### src/rtl/alu_multicycle.sv
// EX-stage ALU: single-cycle logic ops plus iterative
// unsigned shift-add multiply and restoring divide.
module alu_multicycle #(
  parameter int WIDTH      = 32,
  parameter bit SIGNED_SLT = 1'b1
) (
  input  logic             clk,
  input  logic             reset,
  input  logic             in_valid,
  output logic             in_ready,
  input  logic [WIDTH-1:0] a,
  input  logic [WIDTH-1:0] b,
  input  logic [2:0]       alucontrol,
  output logic             out_valid,
  output logic [WIDTH-1:0] result,
  output logic [WIDTH-1:0] result_hi,
  output logic             zero,
  output logic             div_by_zero,
  output logic             illegal_op
);

  localparam int CW = (WIDTH > 1) ? $clog2(WIDTH) : 1;

  typedef enum logic [1:0] {
    IDLE,
    MUL,
    DIV,
    DONE
  } state_t;

  state_t           state_q, state_d;
  logic [WIDTH-1:0] opnd_q, opnd_d;
  logic [WIDTH-1:0] hi_q, hi_d;
  logic [WIDTH-1:0] lo_q, lo_d;
  logic [CW-1:0]    cnt_q, cnt_d;
  logic [WIDTH-1:0] res_q, res_d;
  logic [WIDTH-1:0] rhi_q, rhi_d;
  logic             zero_q, zero_d;
  logic             dbz_q, dbz_d;
  logic             ill_q, ill_d;

  logic [WIDTH-1:0] sc_res;
  logic [WIDTH-1:0] sc_hi;
  logic             sc_dbz;
  logic             sc_ill;
  logic             lt;

  logic [WIDTH:0]   mul_sum;
  logic [WIDTH-1:0] mul_lo;
  logic [WIDTH:0]   div_shift;
  logic [WIDTH:0]   div_diff;
  logic [WIDTH-1:0] div_rem;
  logic [WIDTH-1:0] div_quo;
  logic             last;

  assign lt = SIGNED_SLT ? ($signed(a) < $signed(b)) : (a < b);

  // One shift-add step: conditionally add the multiplicand, shift right.
  assign mul_sum = {1'b0, hi_q} + {1'b0, (lo_q[0] ? opnd_q : '0)};
  assign mul_lo  = {mul_sum[0], lo_q[WIDTH-1:1]};

  // One restoring step: shift in next dividend bit, keep diff if no borrow.
  assign div_shift = {hi_q, lo_q[WIDTH-1]};
  assign div_diff  = div_shift - {1'b0, opnd_q};
  assign div_rem   = div_diff[WIDTH] ? div_shift[WIDTH-1:0]
                                     : div_diff[WIDTH-1:0];
  assign div_quo   = {lo_q[WIDTH-2:0], ~div_diff[WIDTH]};

  assign last = (cnt_q == CW'(WIDTH - 1));

  // Results of the ops that finish on the accept edge.
  always_comb begin
    sc_res = '0;
    sc_hi  = '0;
    sc_dbz = 1'b0;
    sc_ill = 1'b0;
    case (alucontrol)
      3'b000: sc_res = {{(WIDTH-1){1'b0}}, lt};
      3'b001: sc_res = a - b;
      3'b011: begin
        sc_res = '1;
        sc_hi  = a;
        sc_dbz = 1'b1;
      end
      3'b100: sc_ill = 1'b1;
      3'b101: sc_res = a + b;
      3'b110: sc_res = a | b;
      3'b111: sc_res = a & b;
      default: sc_res = '0;
    endcase
  end

  // Next-state and datapath update.
  always_comb begin
    state_d = state_q;
    opnd_d  = opnd_q;
    hi_d    = hi_q;
    lo_d    = lo_q;
    cnt_d   = cnt_q;
    res_d   = res_q;
    rhi_d   = rhi_q;
    zero_d  = zero_q;
    dbz_d   = dbz_q;
    ill_d   = ill_q;
    unique case (state_q)
      IDLE: begin
        if (in_valid) begin
          cnt_d = '0;
          if (alucontrol == 3'b010) begin
            state_d = MUL;
            opnd_d  = a;
            hi_d    = '0;
            lo_d    = b;
          end else if (alucontrol == 3'b011 && b != '0) begin
            state_d = DIV;
            opnd_d  = b;
            hi_d    = '0;
            lo_d    = a;
          end else begin
            state_d = DONE;
            res_d   = sc_res;
            rhi_d   = sc_hi;
            zero_d  = (sc_res == '0);
            dbz_d   = sc_dbz;
            ill_d   = sc_ill;
          end
        end
      end
      MUL: begin
        hi_d  = mul_sum[WIDTH:1];
        lo_d  = mul_lo;
        cnt_d = cnt_q + CW'(1);
        if (last) begin
          state_d = DONE;
          res_d   = mul_lo;
          rhi_d   = mul_sum[WIDTH:1];
          zero_d  = (mul_lo == '0);
          dbz_d   = 1'b0;
          ill_d   = 1'b0;
        end
      end
      DIV: begin
        hi_d  = div_rem;
        lo_d  = div_quo;
        cnt_d = cnt_q + CW'(1);
        if (last) begin
          state_d = DONE;
          res_d   = div_quo;
          rhi_d   = div_rem;
          zero_d  = (div_quo == '0);
          dbz_d   = 1'b0;
          ill_d   = 1'b0;
        end
      end
      DONE: state_d = IDLE;
      default: state_d = IDLE;
    endcase
  end

  // State and datapath registers; reset aborts any iteration.
  always_ff @(posedge clk or negedge reset) begin
    if (!reset) begin
      state_q <= IDLE;
      opnd_q  <= '0;
      hi_q    <= '0;
      lo_q    <= '0;
      cnt_q   <= '0;
      res_q   <= '0;
      rhi_q   <= '0;
      zero_q  <= 1'b0;
      dbz_q   <= 1'b0;
      ill_q   <= 1'b0;
    end else begin
      state_q <= state_d;
      opnd_q  <= opnd_d;
      hi_q    <= hi_d;
      lo_q    <= lo_d;
      cnt_q   <= cnt_d;
      res_q   <= res_d;
      rhi_q   <= rhi_d;
      zero_q  <= zero_d;
      dbz_q   <= dbz_d;
      ill_q   <= ill_d;
    end
  end

  assign in_ready    = (state_q == IDLE);
  assign out_valid   = (state_q == DONE);
  assign result      = res_q;
  assign result_hi   = rhi_q;
  assign zero        = zero_q;
  assign div_by_zero = dbz_q;
  assign illegal_op  = ill_q;

endmodule

### config.mk
export PLATFORM = sky130hd
export DESIGN_NAME = alu_multicycle
export DESIGN_NICKNAME = d
export VERILOG_FILES = /design/src/rtl/alu_multicycle.sv
export SDC_FILE = /design/constraint.sdc
export NUM_CORES = 1
export LEC_CHECK = 0
export BUFFER_PORTS_ARGS = -buffer_cell sky130_fd_sc_hd__buf_2
export CORE_MARGIN = 5
export CORE_UTILIZATION = 39
export DETAILED_ROUTE_END_ITERATION = 16
export GPL_TIMING_DRIVEN = 0
export HOLD_SLACK_MARGIN = 0.06
export SLEW_MARGIN = 30
export SYNTH_ARGS = -nofsm -noshare
export SYNTH_HDL_FRONTEND = slang
export SYNTH_SLANG_ARGS = --single-unit
export TNS_END_PERCENT = 5
### constraint.sdc
create_clock -name clk -period 3.29 [get_ports clk]
set_input_delay 0 -clock clk [delete_from_list [all_inputs] [get_ports clk]]
set_output_delay 0 -clock clk [all_outputs]
set_load 0.02 [all_outputs]
==> results.py <==
metrics = {
    "cells_and_area": {
        "drive_gt1_share_pct": 15.5,
        "syn_to_final_growth_pct": 19.5,
        "final_util_pct": 46.9,
        "mostFrequentLayoutCells": "nor2_1, nand2_1, a21oi_1",
        "antennaDiodeCount": 0,
        "nets": 2797,
        "final_common_cell": "nor2_1",
        "post-route-cell-area_um2": 21200,
        "final_cell_count_no_fill": 3169,
    },
    "detailed_routing": {
        "drt-initial-drc-count": 2468,
        "drt_pass1_iterations": 6,
        "ant_nets": 0,
        "wl_um": 80800,
        "via_per_inst": 6.19,
        "drcViolationCount": 0,
        "wl_per_cell_um": 25.5,
        "num_vias": 19600,
    },
    "yosys": {
        "synth_area_um2": 17700,
        "ys_types": 99,
        "syn-num-nets": 2570,
        "yosysSeqAreaShare_pct": 24.0,
        "synthArstFlopShare_pct": 100,
        "syn_avg_cell_area_um2": 7.61,
        "synth-seq-cells": 170,
        "synth_flop_cell": "dfrtp_1",
        "synthCells": 2329,
        "synth_edf_count": 0,
        "yosysWarnings": 0,
    },
    "setup_path": {
        "ff2ff_path_depth": 16,
        "crit_chain": "buf_8, and2_4, ha_4, fa_2, a21oi_4, o21ai_4, a2111oi_4, buf_4, o22ai_4, a31oi_4, o211ai_1, o211ai_1, buf_4, xor2_2, o22ai_2, mux2_4",
        "cp_max_fo": 4,
        "rr_endpoint": "hi_q[27]",
        "worstPathRequired_ns": 3.65,
        "r2r_slack_ns": -0.25,
        "path_buf_inv": 3,
        "crit_path_start_kind": "flop",
        "arrival_ns": 3.90,
        "path_delay_family": "compound AO/OA/AOI/OAI gates",
        "crit_path_end_kind": "flop",
        "max_stage_delay_ns": 0.43,
        "crit_path_top_delay_cell": "dfrtp_2",
        "crit_type": "flop to flop",
        "r2r-start": "lo_q[0]",
    },
    "power": {
        "p_seq_share_pct": 19.5,
        "internal_power_mw": 9.34,
        "fin_total_pwr_mw": 20.3,
        "power_frac_comb_pct": 69.8,
        "power_leakage_nw": 9.37,
        "clkPwrFrac_pct": 10.7,
        "swShare_pct": 54.0,
        "p_sw_mw": 11.0,
        "power.density_nw_per_um2": 958,
        "max-vdd-ir-drop_uv": 501,
    },
    "global_routing": {
        "grt_pass1_vias": 18800,
        "grt_first_pass_wirelength_um": 118000,
        "grt_max_degree": 85,
        "track_usage_pct": 30.9,
        "overflow": 0,
        "antenna_found_initial": 0,
    },
    "sta": {
        "final.setup.tns_ns": -4.88,
        "skew_ns": 0.0131,
        "setup_ws_ns": -0.254,
        "rsz0062_at_grt": "true",
        "finalSetupViolations": 66,
        "finalCritPeriodShare_pct": 108,
        "period_needed_ns": 3.54,
        "holdWs_ns": 0.0764,
        "fmax_mhz": 282,
        "max_slew.worst_pin.slew_ns": 1.04,
        "slew_violations": 0,
        "finalHoldViolations": 0,
        "relSlewSlack_pct": 30.9,
    },
    "cts": {
        "clockBufferDepth": 2,
        "clk_latency_ns": 0.47,
        "clkTransAtPathRegs_ns": 0.07,
        "cts.sinks": 170,
        "cts_root_buf": "clkbuf_16",
        "tritoncts": "built",
        "cts_buffers": 17,
        "h-tree-depth": 4,
    },
    "die": {
        "die_w_um": 223,
        "row_count": 78,
        "start_util_pct": 39.2,
        "dieArea_um2": 49800,
        "core_um2": 45200,
        "die_y_um": 223,
        "io_pins": 139,
    },
    "hold_path": {
        "hold_class": "input pin to flop",
        "min_path_cells": 5,
        "min_from": "a[9]",
        "min_to": "lo_q[9]",
    },
    "placed_design": {
        "numPortBuffers": 138,
        "placed_cell_area_um2": 19300,
        "hpwl_um": 62700,
        "dp.cells": 3069,
        "pre_cts_slack_ns": -1.25,
        "gp_congestion": 0.969,
    },
    "flow_run": {
        "max-cap-violations": 0,
    },
    "run_status": {
        "status": "finished with violations",
        "violations": "negative setup slack",
    },
}
==> worst reg2reg max path, cell delays in order, from the launching register on <==
cell and delay [ns]:
dfrtp_2 0.43, buf_8 0.12, and2_4 0.13, ha_4 0.15
fa_2 0.38, a21oi_4 0.20, o21ai_4 0.09, a2111oi_4 0.30
buf_4 0.19, o22ai_4 0.09, a31oi_4 0.24, o211ai_1 0.15
o211ai_1 0.21, buf_4 0.20, xor2_2 0.14, o22ai_2 0.12
mux2_4 0.30
==> synthesized netlist by cell type (all sizes together) (8+ instances only) <==
master	count	area, um^2
dfrtp	170	4250
a221oi	9	91.3
mux2	13	146
o41ai	9	97.6
and3	11	68.8
clkbuf	105	394
ha	167	2090
buf	43	261
or4	8	63.8
a221o	32	320
o31ai	16	120
a21oi	209	1070
o211ai	34	260
o21bai	16	131
nor4	33	225
xnor2	45	402
o21ai	219	1120
a21o	45	338
o22ai	17	106
nor3	46	235
and2	40	250
o21a	26	195
a31oi	44	275
a22oi	9	72.6
nor2b	26	165
xor2	23	220
nand3	35	185
nand2b	33	214
nand2	208	781
a211oi	60	460
nand4	27	169
a2111oi	11	121
inv	152	571
or3	13	81.3
nor2	239	900
a21boi	8	60.1
mux2i	28	280
o211a	8	80.1
==> state kept, by name, indices dropped and copies added (netlist names), 2 cells and up <==
name	flops
state_q	2
hi_q	32
opnd_q	32
lo_q	32
result	32
result_hi	32
cnt_q	5
==> cell families (layout without fill, tap and decap cells) <==
group,count (synthesis),count (layout),share of synthesized area [%]
XOR/XNOR,68,68,3.51
AO/OA/AOI/OAI,843,843,31.4
adder cells (fa/ha/maj),171,171,12.2
AND/OR/NAND/NOR,736,736,19.6
multiplexers,41,41,2.41
flip-flops,170,170,24.0
buffers and inverters,300,540,6.91
==> worst max path at each step <==
stage	slack, ns	cells after the start	from	end
after floorplan	0.004	14	lo_q[0]	hi_q[27]
after global placement	-1.13	14	lo_q[0]	result_hi[31]
after detailed placement	-1.25	14	lo_q[0]	result_hi[31]
after CTS	-0.20	16	lo_q[0]	result_hi[31]
after global routing	-0.35	16	lo_q[0]	hi_q[27]
final	-0.25	16	lo_q[0]	hi_q[27]
==> final cells by class <==
type	instances	area, um^2
Tap cell	600	751
Clock inverter	15	180
Sequential cell	170	4260
Buffer	142	684
Timing Repair Buffer	214	1480
Clock buffer	17	425
Inverter	152	571
Fill cell	4490	24000
Multi-Input combinational cell	1859	12900
==> metal layers <==
| metal | wire length, um | global-route usage, % | up-vias |
|---|---|---|---|
| met2 | 37300 | 50.3 | 1103 |
| met4 | 4980 | 16.5 | 0 |
| met3 | 6420 | 3.89 | 240 |
| met5 | 0 | 0 | - |
| met1 | 32100 | 40.0 | 9375 |
| li1 | - | - | 8898 |
==> power by group through the flow <==
stage / clock network, mW / logic [mW] / registers (mW)
4_1_cts: 2.17 / 13.4 / 3.93
5_1_grt: 2.25 / 15.1 / 4.05
6_report: 2.17 / 14.2 / 3.96
2_1_floorplan: 0 / 7.85 / 4.21
3_5_place_dp: 0 / 12.5 / 3.97
3_3_place_gp: 0 / 12.4 / 3.95
==> timing repair <==
action                     4_1_cts  5_1_grt
setup endpoints to repair       86       88
hold endpoints to repair       241        0
pin swaps                       60       39
gates resized for setup        122       47
setup buffers                   17       14
cloned                           0        2
hold buffers                    41        0
No activity file was read; power rests on OpenSTA's default activity.
